[config.mk]
export PLATFORM = sky130hd
export DESIGN_NAME = mdu_issue_flat
export DESIGN_NICKNAME = d
export VERILOG_FILES = /design/src/rtl/mdu_pkg.sv /design/src/rtl/mdu_issue_if.sv /design/src/rtl/mdu_watchdog.sv /design/src/rtl/mdu_issue.sv /design/src/flat_wrapper.sv
export SDC_FILE = /design/constraint.sdc
export NUM_CORES = 1
export LEC_CHECK = 0
export BUFFER_PORTS_ARGS = -buffer_cell sky130_fd_sc_hd__buf_2
export CELL_PAD_IN_SITES_DETAIL_PLACEMENT = 1
export CELL_PAD_IN_SITES_GLOBAL_PLACEMENT = 1
export CORE_UTILIZATION = 35
export DETAILED_ROUTE_END_ITERATION = 12
export GPL_TIMING_DRIVEN = 0
export PLACE_DENSITY_LB_ADDON = 0.1
export SETUP_SLACK_MARGIN = 0.4
export SYNTH_ARGS = -nofsm -noshare
export SYNTH_HDL_FRONTEND = slang
export SYNTH_HIERARCHICAL = 1
export SYNTH_SLANG_ARGS = --single-unit
[constraint.sdc]
create_clock -name clk -period 3.2 [get_ports clk]
set_clock_uncertainty 0.05 [all_clocks]
set_input_delay 0.96 -clock clk [delete_from_list [all_inputs] [get_ports clk]]
set_output_delay 0.96 -clock clk [all_outputs]
set_load 0.03 [all_outputs]
[src/rtl/mdu_pkg.sv]
// Shared types and constants for the mul/div issue controller.
package mdu_pkg;

    typedef enum logic [2:0] {
        ST_IDLE,
        ST_LAUNCH,
        ST_WAIT,
        ST_HOLD,
        ST_DRAIN
    } mdu_state_e;

    localparam logic OP_MUL = 1'b0;
    localparam logic OP_DIV = 1'b1;

    localparam int MUL_LAT_DEF = 10;
    localparam int DIV_LAT_DEF = 40;
    localparam int SLACK_DEF   = 4;

    // Wide enough for DIV_LAT + SLACK with headroom.
    localparam int WD_W = 8;

    function automatic logic [WD_W-1:0] wd_init(input logic op, input int mul_lat,
                                                input int div_lat, input int slack);
        return (op == OP_DIV) ? WD_W'(div_lat + slack) : WD_W'(mul_lat + slack);
    endfunction

endpackage

[src/rtl/mdu_issue_if.sv]
// Decode, execute-unit and writeback signals of the mul/div issue controller.
interface mdu_issue_if #(
    parameter int XLEN = 32
);
    logic            in_valid;
    logic            in_ready;
    logic            in_op;
    logic [XLEN-1:0] in_a;
    logic [XLEN-1:0] in_b;
    logic [4:0]      in_rd;
    logic            flush;
    logic            mdu_start;
    logic            mdu_op;
    logic [XLEN-1:0] mdu_a;
    logic [XLEN-1:0] mdu_b;
    logic            mdu_valid;
    logic [XLEN-1:0] mdu_result;
    logic            wb_valid;
    logic            wb_ready;
    logic [4:0]      wb_rd;
    logic [XLEN-1:0] wb_data;
    logic            busy;
    logic [4:0]      busy_rd;
    logic            timeout_err;

    modport master (
        output in_valid, in_op, in_a, in_b, in_rd, flush, mdu_valid, mdu_result, wb_ready,
        input  in_ready, mdu_start, mdu_op, mdu_a, mdu_b, wb_valid, wb_rd, wb_data,
               busy, busy_rd, timeout_err
    );

    modport slave (
        input  in_valid, in_op, in_a, in_b, in_rd, flush, mdu_valid, mdu_result, wb_ready,
        output in_ready, mdu_start, mdu_op, mdu_a, mdu_b, wb_valid, wb_rd, wb_data,
               busy, busy_rd, timeout_err
    );
endinterface

[src/rtl/mdu_watchdog.sv]
// Down-counting watchdog: load, decrement, expire on the last decrement.
module mdu_watchdog
    import mdu_pkg::*;
(
    input  logic            clk,
    input  logic            rst_n,
    input  logic            load,
    input  logic [WD_W-1:0] load_val,
    input  logic            dec,
    output logic            expire
);
    logic [WD_W-1:0] cnt_q, cnt_d;

    always_comb begin
        cnt_d = cnt_q;
        if (load) begin
            cnt_d = load_val;
        end else if (dec && (cnt_q != '0)) begin
            cnt_d = cnt_q - 1'b1;
        end
    end

    // Fires on the cycle whose decrement takes the count to zero.
    assign expire = dec && (cnt_q <= WD_W'(1));

    always_ff @(posedge clk) begin
        if (!rst_n) begin
            cnt_q <= '0;
        end else begin
            cnt_q <= cnt_d;
        end
    end
endmodule

[src/rtl/mdu_issue.sv]
// Issue/writeback controller for the multi-cycle mul/div unit.
// Optional MDU_DIVZERO_EN: divide by zero bypasses the unit and returns all ones.
module mdu_issue
    import mdu_pkg::*;
#(
    parameter int XLEN    = 32,
    parameter int MUL_LAT = MUL_LAT_DEF,
    parameter int DIV_LAT = DIV_LAT_DEF,
    parameter int SLACK   = SLACK_DEF
) (
    input logic         clk,
    input logic         rst_n,
    mdu_issue_if.slave  bus
);
    mdu_state_e      state_q, state_d;
    logic            op_q, op_d;
    logic [XLEN-1:0] a_q, a_d, b_q, b_d, wb_data_q, wb_data_d;
    logic [4:0]      rd_q, rd_d, busy_rd_q, busy_rd_d;
    logic            timeout_q, timeout_d;
    logic            mdu_start_q, mdu_start_d;
    logic            wb_valid_q, wb_valid_d;
    logic            busy_q, busy_d;
    logic            in_ready, accept, divzero;
    logic            wd_load, wd_dec, wd_expire;

    assign in_ready = rst_n & ~bus.flush &
                      ((state_q == ST_IDLE) | ((state_q == ST_HOLD) & bus.wb_ready));
    assign accept   = bus.in_valid & in_ready;

    mdu_watchdog u_wd (
        .clk      (clk),
        .rst_n    (rst_n),
        .load     (wd_load),
        .load_val (wd_init(op_q, MUL_LAT, DIV_LAT, SLACK)),
        .dec      (wd_dec),
        .expire   (wd_expire)
    );

    always_comb begin
        state_d   = state_q;
        op_d      = op_q;
        a_d       = a_q;
        b_d       = b_q;
        rd_d      = rd_q;
        wb_data_d = wb_data_q;
        timeout_d = timeout_q;
        wd_load   = 1'b0;
        wd_dec    = 1'b0;
        divzero   = 1'b0;
`ifdef MDU_DIVZERO_EN
        divzero   = (bus.in_op == OP_DIV) && (bus.in_b == '0);
`endif
        case (state_q)
            ST_IDLE: ;
            ST_LAUNCH: begin
                wd_load = 1'b1;
                state_d = bus.flush ? ST_DRAIN : ST_WAIT;
            end
            ST_WAIT: begin
                wd_dec = 1'b1;
                // A flush that coincides with completion has nothing left to drain.
                if (bus.flush) begin
                    state_d = (bus.mdu_valid || wd_expire) ? ST_IDLE : ST_DRAIN;
                end else if (bus.mdu_valid) begin
                    wb_data_d = bus.mdu_result;
                    state_d   = ST_HOLD;
                end else if (wd_expire) begin
                    wb_data_d = '0;
                    timeout_d = 1'b1;
                    state_d   = ST_HOLD;
                end
            end
            ST_DRAIN: begin
                wd_dec = 1'b1;
                if (bus.mdu_valid || wd_expire) begin
                    state_d = ST_IDLE;
                end
            end
            ST_HOLD: begin
                if (bus.flush || bus.wb_ready) begin
                    state_d = ST_IDLE;
                end
            end
            default: state_d = ST_IDLE;
        endcase

        if (accept) begin
            op_d = bus.in_op;
            a_d  = bus.in_a;
            b_d  = bus.in_b;
            rd_d = bus.in_rd;
            if (divzero) begin
                wb_data_d = '1;
                state_d   = ST_HOLD;
            end else begin
                state_d   = ST_LAUNCH;
            end
        end

        mdu_start_d = (state_d == ST_LAUNCH);
        wb_valid_d  = (state_d == ST_HOLD);
        busy_d      = (state_d != ST_IDLE);
        busy_rd_d   = busy_d ? rd_d : 5'd0;
    end

    always_ff @(posedge clk) begin
        if (!rst_n) begin
            state_q     <= ST_IDLE;
            op_q        <= OP_MUL;
            a_q         <= '0;
            b_q         <= '0;
            rd_q        <= '0;
            wb_data_q   <= '0;
            timeout_q   <= 1'b0;
            mdu_start_q <= 1'b0;
            wb_valid_q  <= 1'b0;
            busy_q      <= 1'b0;
            busy_rd_q   <= '0;
        end else begin
            state_q     <= state_d;
            op_q        <= op_d;
            a_q         <= a_d;
            b_q         <= b_d;
            rd_q        <= rd_d;
            wb_data_q   <= wb_data_d;
            timeout_q   <= timeout_d;
            mdu_start_q <= mdu_start_d;
            wb_valid_q  <= wb_valid_d;
            busy_q      <= busy_d;
            busy_rd_q   <= busy_rd_d;
        end
    end

    assign bus.in_ready    = in_ready;
    assign bus.mdu_start   = mdu_start_q;
    assign bus.mdu_op      = op_q;
    assign bus.mdu_a       = a_q;
    assign bus.mdu_b       = b_q;
    assign bus.wb_valid    = wb_valid_q;
    assign bus.wb_rd       = rd_q;
    assign bus.wb_data     = wb_data_q;
    assign bus.busy        = busy_q;
    assign bus.busy_rd     = busy_rd_q;
    assign bus.timeout_err = timeout_q;
endmodule

[src/flat_wrapper.sv]
// flat-port wrapper written by rule: the top's interface ports become plain ports
module mdu_issue_flat import mdu_pkg::*;
#(
    parameter int XLEN    = 32,
    parameter int MUL_LAT = MUL_LAT_DEF,
    parameter int DIV_LAT = DIV_LAT_DEF,
    parameter int SLACK   = SLACK_DEF
)
  (clk, rst_n, bus_in_valid, bus_in_op, bus_in_a, bus_in_b, bus_in_rd, bus_flush, bus_mdu_valid, bus_mdu_result, bus_wb_ready, bus_in_ready, bus_mdu_start, bus_mdu_op, bus_mdu_a, bus_mdu_b, bus_wb_valid, bus_wb_rd, bus_wb_data, bus_busy, bus_busy_rd, bus_timeout_err);
  mdu_issue_if #(.XLEN(XLEN)) bus_i ();
  input logic clk;
  input logic rst_n;
  input wire logic [$bits(bus_i.in_valid)-1:0] bus_in_valid;
  input wire logic [$bits(bus_i.in_op)-1:0] bus_in_op;
  input wire logic [$bits(bus_i.in_a)-1:0] bus_in_a;
  input wire logic [$bits(bus_i.in_b)-1:0] bus_in_b;
  input wire logic [$bits(bus_i.in_rd)-1:0] bus_in_rd;
  input wire logic [$bits(bus_i.flush)-1:0] bus_flush;
  input wire logic [$bits(bus_i.mdu_valid)-1:0] bus_mdu_valid;
  input wire logic [$bits(bus_i.mdu_result)-1:0] bus_mdu_result;
  input wire logic [$bits(bus_i.wb_ready)-1:0] bus_wb_ready;
  output wire logic [$bits(bus_i.in_ready)-1:0] bus_in_ready;
  output wire logic [$bits(bus_i.mdu_start)-1:0] bus_mdu_start;
  output wire logic [$bits(bus_i.mdu_op)-1:0] bus_mdu_op;
  output wire logic [$bits(bus_i.mdu_a)-1:0] bus_mdu_a;
  output wire logic [$bits(bus_i.mdu_b)-1:0] bus_mdu_b;
  output wire logic [$bits(bus_i.wb_valid)-1:0] bus_wb_valid;
  output wire logic [$bits(bus_i.wb_rd)-1:0] bus_wb_rd;
  output wire logic [$bits(bus_i.wb_data)-1:0] bus_wb_data;
  output wire logic [$bits(bus_i.busy)-1:0] bus_busy;
  output wire logic [$bits(bus_i.busy_rd)-1:0] bus_busy_rd;
  output wire logic [$bits(bus_i.timeout_err)-1:0] bus_timeout_err;
  assign bus_i.in_valid = bus_in_valid;
  assign bus_i.in_op = bus_in_op;
  assign bus_i.in_a = bus_in_a;
  assign bus_i.in_b = bus_in_b;
  assign bus_i.in_rd = bus_in_rd;
  assign bus_i.flush = bus_flush;
  assign bus_i.mdu_valid = bus_mdu_valid;
  assign bus_i.mdu_result = bus_mdu_result;
  assign bus_i.wb_ready = bus_wb_ready;
  assign bus_in_ready = bus_i.in_ready;
  assign bus_mdu_start = bus_i.mdu_start;
  assign bus_mdu_op = bus_i.mdu_op;
  assign bus_mdu_a = bus_i.mdu_a;
  assign bus_mdu_b = bus_i.mdu_b;
  assign bus_wb_valid = bus_i.wb_valid;
  assign bus_wb_rd = bus_i.wb_rd;
  assign bus_wb_data = bus_i.wb_data;
  assign bus_busy = bus_i.busy;
  assign bus_busy_rd = bus_i.busy_rd;
  assign bus_timeout_err = bus_i.timeout_err;
  mdu_issue #(.XLEN(XLEN), .MUL_LAT(MUL_LAT), .DIV_LAT(DIV_LAT), .SLACK(SLACK)) u_core (.clk(clk), .rst_n(rst_n), .bus(bus_i));
endmodule
Yosys cells after proc, flatten, opt, wreduce, memory -nomap -nowiden

Cells that the tools add are included.

Bits in registers: 122
Input port bits: 108
Logic and storage cells: 57

Reduce and logical (&&, ||, !) cells: 13
Add/subtract/negate cells: 1
$lt $le $gt $ge: 1
Bitwise gates (word level): 7
Equal/unequal tests: 6
Mux-type cells: 17

Operators with widths:

| operator                                                              | number |
|---|---|
| 32-bit two-way mux                                                    | 2 |
| 3-bit two-way mux                                                     | 8 |
| 8-bit two-way mux                                                     | 2 |
| 3-bit one-hot mux with 5 select lines                                 | 1 |
| 3-bit by 2-bit == test with 1-bit output, second input constant       | 3 |
| 8-bit by 1-bit <= comparator with 1-bit output, second input constant | 1 |
| 8-bit nonzero test                                                    | 1 |
| 8-bit by 1-bit subtractor with 8-bit output, second input constant    | 1 |
| 3-bit by 1-bit == test with 1-bit output, second input constant       | 2 |
| 6-bit two-way mux                                                     | 1 |
| 5-bit two-way mux                                                     | 1 |
| 1-bit bitwise AND                                                     | 4 |
| 4-bit AND reduction                                                   | 1 |
| 2-bit nonzero test                                                    | 2 |
| 3-bit == test, second input constant                                  | 1 |
| 3-bit logical NOT                                                     | 1 |
| 3-bit AND reduction                                                   | 1 |
| 3-bit nonzero test                                                    | 1 |
| 1-bit logical AND                                                     | 2 |
| 1-bit logical OR                                                      | 2 |
| 1-bit two-way mux                                                     | 2 |
| 1-bit NOT                                                             | 2 |
| 2-bit AND reduction                                                   | 1 |
| 2-bit OR reduction                                                    | 1 |
| 1-bit bitwise OR                                                      | 1 |

Longest topological paths before layout

Depth after elaboration: 11
Gate-level depth with buffers: 10
Mapped depth without buffers: 9

Cells and area by module

The synthesis kept the hierarchy.

Modules (own cells, without submodules):

| module       | cells an instance | instances | sequential area each (um^2) | area an instance (um^2) |
|---|---|---|---|---|
| mdu_issue    | 461               | 1         | 2282.2                      | 3955.0 |
| mdu_watchdog | 63                | 1         | 160.2                       | 523.0 |

Least setup slack after synthesis

Ideal clock, no wire load.

Kind: input to output
Start point: input bus_wb_ready
End point: output bus_in_ready
Arrival: 1.691 ns
Stages: 3
Setup slack: 0.499 ns
Cells stage by stage: and3_4 or2_2 and3_1

Word-level cells in the longest chain between the ends: 3

RTL lines:

| item              | line               | source |
|---|---|---|
| from (decl)       | flat_wrapper.sv:21 | `input wire logic [$bits(bus_i.wb_ready)-1:0] bus_wb_ready;` |
| 1-bit bitwise AND | mdu_issue.sv:27    | `((state_q == ST_IDLE) \| ((state_q == ST_HOLD) & bus.wb_ready));` |
| 1-bit bitwise OR  | mdu_issue.sv:27    |  |
| 1-bit bitwise AND | mdu_issue.sv:26    | `assign in_ready = rst_n & ~bus.flush &` |
| to (decl)         | flat_wrapper.sv:22 | `output wire logic [$bits(bus_i.in_ready)-1:0] bus_in_ready;` |

No other way between the ends.

Worst setup path after layout

Ends and elaborated chain as after synthesis.

==> flow_summary_export.csv <==
group,metric,value,unit
placement,place_congestion,0.748,
floorplanning,die_y,115,um
power,finalPower,0.00383,W
layout,final_net_count,878,
placement,dp_hpwl,10800,um
routing,dr.pass1.iters,4,
routing,vias,4516,
setup_path,end_kind,"primary output",
synthesis,synth-seq-cells,122,
clock_network,cts_buffers,17,
layout,n_antenna_cell,0,
power,ir_worst_vdd,0.280,mV
synthesis,ys_top_cells_by_area,"dfxtp_1 (55%), nand2_1 (11%), a21oi_1 (7.9%)",
synthesis,syn-mean-instance-area,8.55,um2
floorplanning,dieArea,13300,um2
timing,slew_headroom,62.3,%
synthesis,ys.flop_type,"dfxtp_1",
timing,setup_violations,0,
clock_network,clk_pin_slew,0.05,ns
placement,numPortBuffers,219,
timing,rsz0062_at_grt,"no",
power,power_density,595,nW/um2
synthesis,ys_types,46,
timing,fin_ws,0.420,ns
clock_network,cts_root_buf,"clkbuf_16",
routing,post_drt_via_cell_ratio,4.76,
clock_network,cts.path.max_buffers,2,
setup_path,crit_type,"input port to primary output",
clock_network,htree_num_levels,4,
synthesis,synthTopCellsByCount,"nand2_1 (133), dfxtp_1 (122), a21oi_1 (71)",
global_routing,antenna_found_initial,0,
floorplanning,fp.coreArea,12300,um2
synthesis,seq_area_frac_synth,54.5,%
timing,final_max_slew_viol_count,0,
setup_path,required,2.19,ns
floorplanning,ioPinCount,220,
floorplanning,start_util,36.5,%
global_routing,grt_max_degree,17,
setup_path,crit_fanout,3,
timing,worst_pin_slew,0.565,ns
synthesis,postSynthCellCount,524,
synthesis,ys_warn_count,6,
floorplanning,num_rows,40,
routing,postRouteAntennaNets,0,
routing,drtIter0Drc,131,
global_routing,grt_pass1_wl,22600,um
routing,wl_per_cell,15.1,um
synthesis,synth_area_leader_cell,"dfxtp_1",
layout,area_growth,43.7,%
placement,post-place-ws,0.275,ns
worst_hold_path,hp-class,"flop to flop",
timing,hold_slack,0.398,ns
clock_network,cts_hold_buf,0,
layout,ff_latch_area,2440,um2
timing,finalCriticalPeriod,2.78,ns
setup_path,arrival,1.77,ns
layout,drive_gt1_share,35.5,%
global_routing,grt_pass1_vias,4805,
floorplanning,die_w,115,um
status,status,"complete, no violations",
setup_path,cp-start-kind,"input port",
global_routing,grt_usage,22.0,%
timing,fin_tns_setup,0,ns
synthesis,synth.most_common_cell,"nand2_1",
synthesis,synth_edf_count,0,
layout,fin_area,6430,um2
placement,place_area,5800,um2
run,drv_cap,0,
synthesis,async_flop_share,0,%
clock_network,cts_tree,"yes",
synthesis,synth_top_area_share,54.5,%
timing,period_share,86.9,%
global_routing,grt-ovfl-total,0,
power,cellLeakagePower,2.97,nW
routing,totalWireLength,14300,um
layout,multi_input_comb_area,1840,um2
clock_network,clk_latency,0.41,ns
synthesis,syn_area,4480,um2
timing,max_freq,0.360,GHz
routing,drcViolationCount,0,
clock_network,clkSinkCount,122,
timing,finalHoldViolations,0,
layout,fill_cells,1552,
layout make-up:
type,count,area share (%)
well taps,168,3.27
repair buffers,220,17.3
plain buffers,36,2.94
clock inverters,7,1.36
multi-input cells,358,28.6
clock buffers,25,7.86
flip-flops and latches,122,38.0
inverters,12,0.700
timing repair:
item | in CTS | in global routing
pin swaps | 0 | 1
endpoints found under the setup margin | 7 | 12
setup buffers | 0 | 1
gates resized for setup | 5 | 3
where the power goes:
group | total (W) | switching (W) | internal (W)
sequential | 0.00158 | 0.0000238 | 0.00156
combinational | 0.000351 | 0.000220 | 0.000132
clock | 0.00189 | 0.000650 | 0.00124
cell usage in the layout, fill, tap and decap left out, types with 2 or more instances in the layout:
cell,netlist,routed
nand4_1,2,2
a21oi_1,71,71
dfxtp_1,122,122
buf_6,5,7
nand3_1,3,3
bufinv_16,0,2
clkinv_2,0,4
a211oi_1,2,2
nand2_1,133,133
a31oi_1,4,4
clkbuf_16,0,17
nor3_1,4,3
mux2i_1,6,6
nand2b_1,3,3
inv_1,9,9
conb_1,2,6
clkbuf_1,19,22
and3_4,1,2
nor2_1,55,54
a22oi_1,32,32
clkbuf_8,0,5
inv_2,2,2
xnor2_1,4,4
o21ai_0,7,7
o211ai_1,2,2
ha_1,3,3
buf_4,1,2
buf_2,10,227
stage by stage:
step,util [%],cells
3_5_place_dp,47.3,915
4_1_cts,52.3,947
6_report,52.5,948
3_3_place_gp,47.3,915
2_1_floorplan,-,528
5_1_grt,52.5,948
flip-flops by register name, indices dropped and copies added (netlist names), 3 cells and up:
| signal | flops |
|---|---|
| u_core/bus.mdu_a | 32 |
| u_core/bus.mdu_b | 32 |
| u_core/bus.wb_data | 32 |
| u_core/u_wd/cnt_q | 8 |
| u_core/bus.busy_rd | 5 |
| u_core/bus.wb_rd | 5 |
| u_core/state_q | 3 |
path summary, 6_finish.rpt:
| check | cells past startpoint | endpoint | slack, ns | start |
|---|---|---|---|---|
| hold / removal | 2 | u_core/bus.mdu_b[9]$_SDFFE_PN0N_ | 0.40 | u_core/bus.mdu_b[9]$_SDFFE_PN0N_ |
| setup / recovery | 5 | bus_in_ready | 0.42 | bus_wb_ready |
| hold reg to reg | 2 | u_core/bus.mdu_b[9]$_SDFFE_PN0N_ | 0.40 | u_core/bus.mdu_b[9]$_SDFFE_PN0N_ |
| setup reg to reg | 10 | u_core/bus.busy_rd[4]$_SDFF_PN0_ | 0.71 | u_core/state_q[2]$_SDFF_PN0_ |
metal layers:
layer / part of all wire, % / up-vias / track usage [%]
met2: 52 / 128 / 39.9
met1: 39 / 2132 / 22.5
met3: 6.8 / 25 / 7.96
met5: 0 / - / 0
li1: - / 2231 / -
met4: 2.2 / 0 / 10.2
worst max-delay path, cell delays in order:
cell	delay, ns
buf_6	0.09
and3_4	0.18
or2_4	0.23
and3_4	0.17
buf_6	0.13
logic make-up after synthesis:
logic type                 after synthesis  share of synthesized area (%)
other                                    2                          0.168
and+or+nand+nor                        214                           20.0
muxes                                    6                           1.34
adders and majority gates                3                          0.838
xor gates and xnor gates                 4                          0.782
DFF                                    122                           54.5
buffers and inverters                   48                           5.22
AOI/OAI and AO/OA                      125                           17.1
Power figures use the tool's default switching activity.
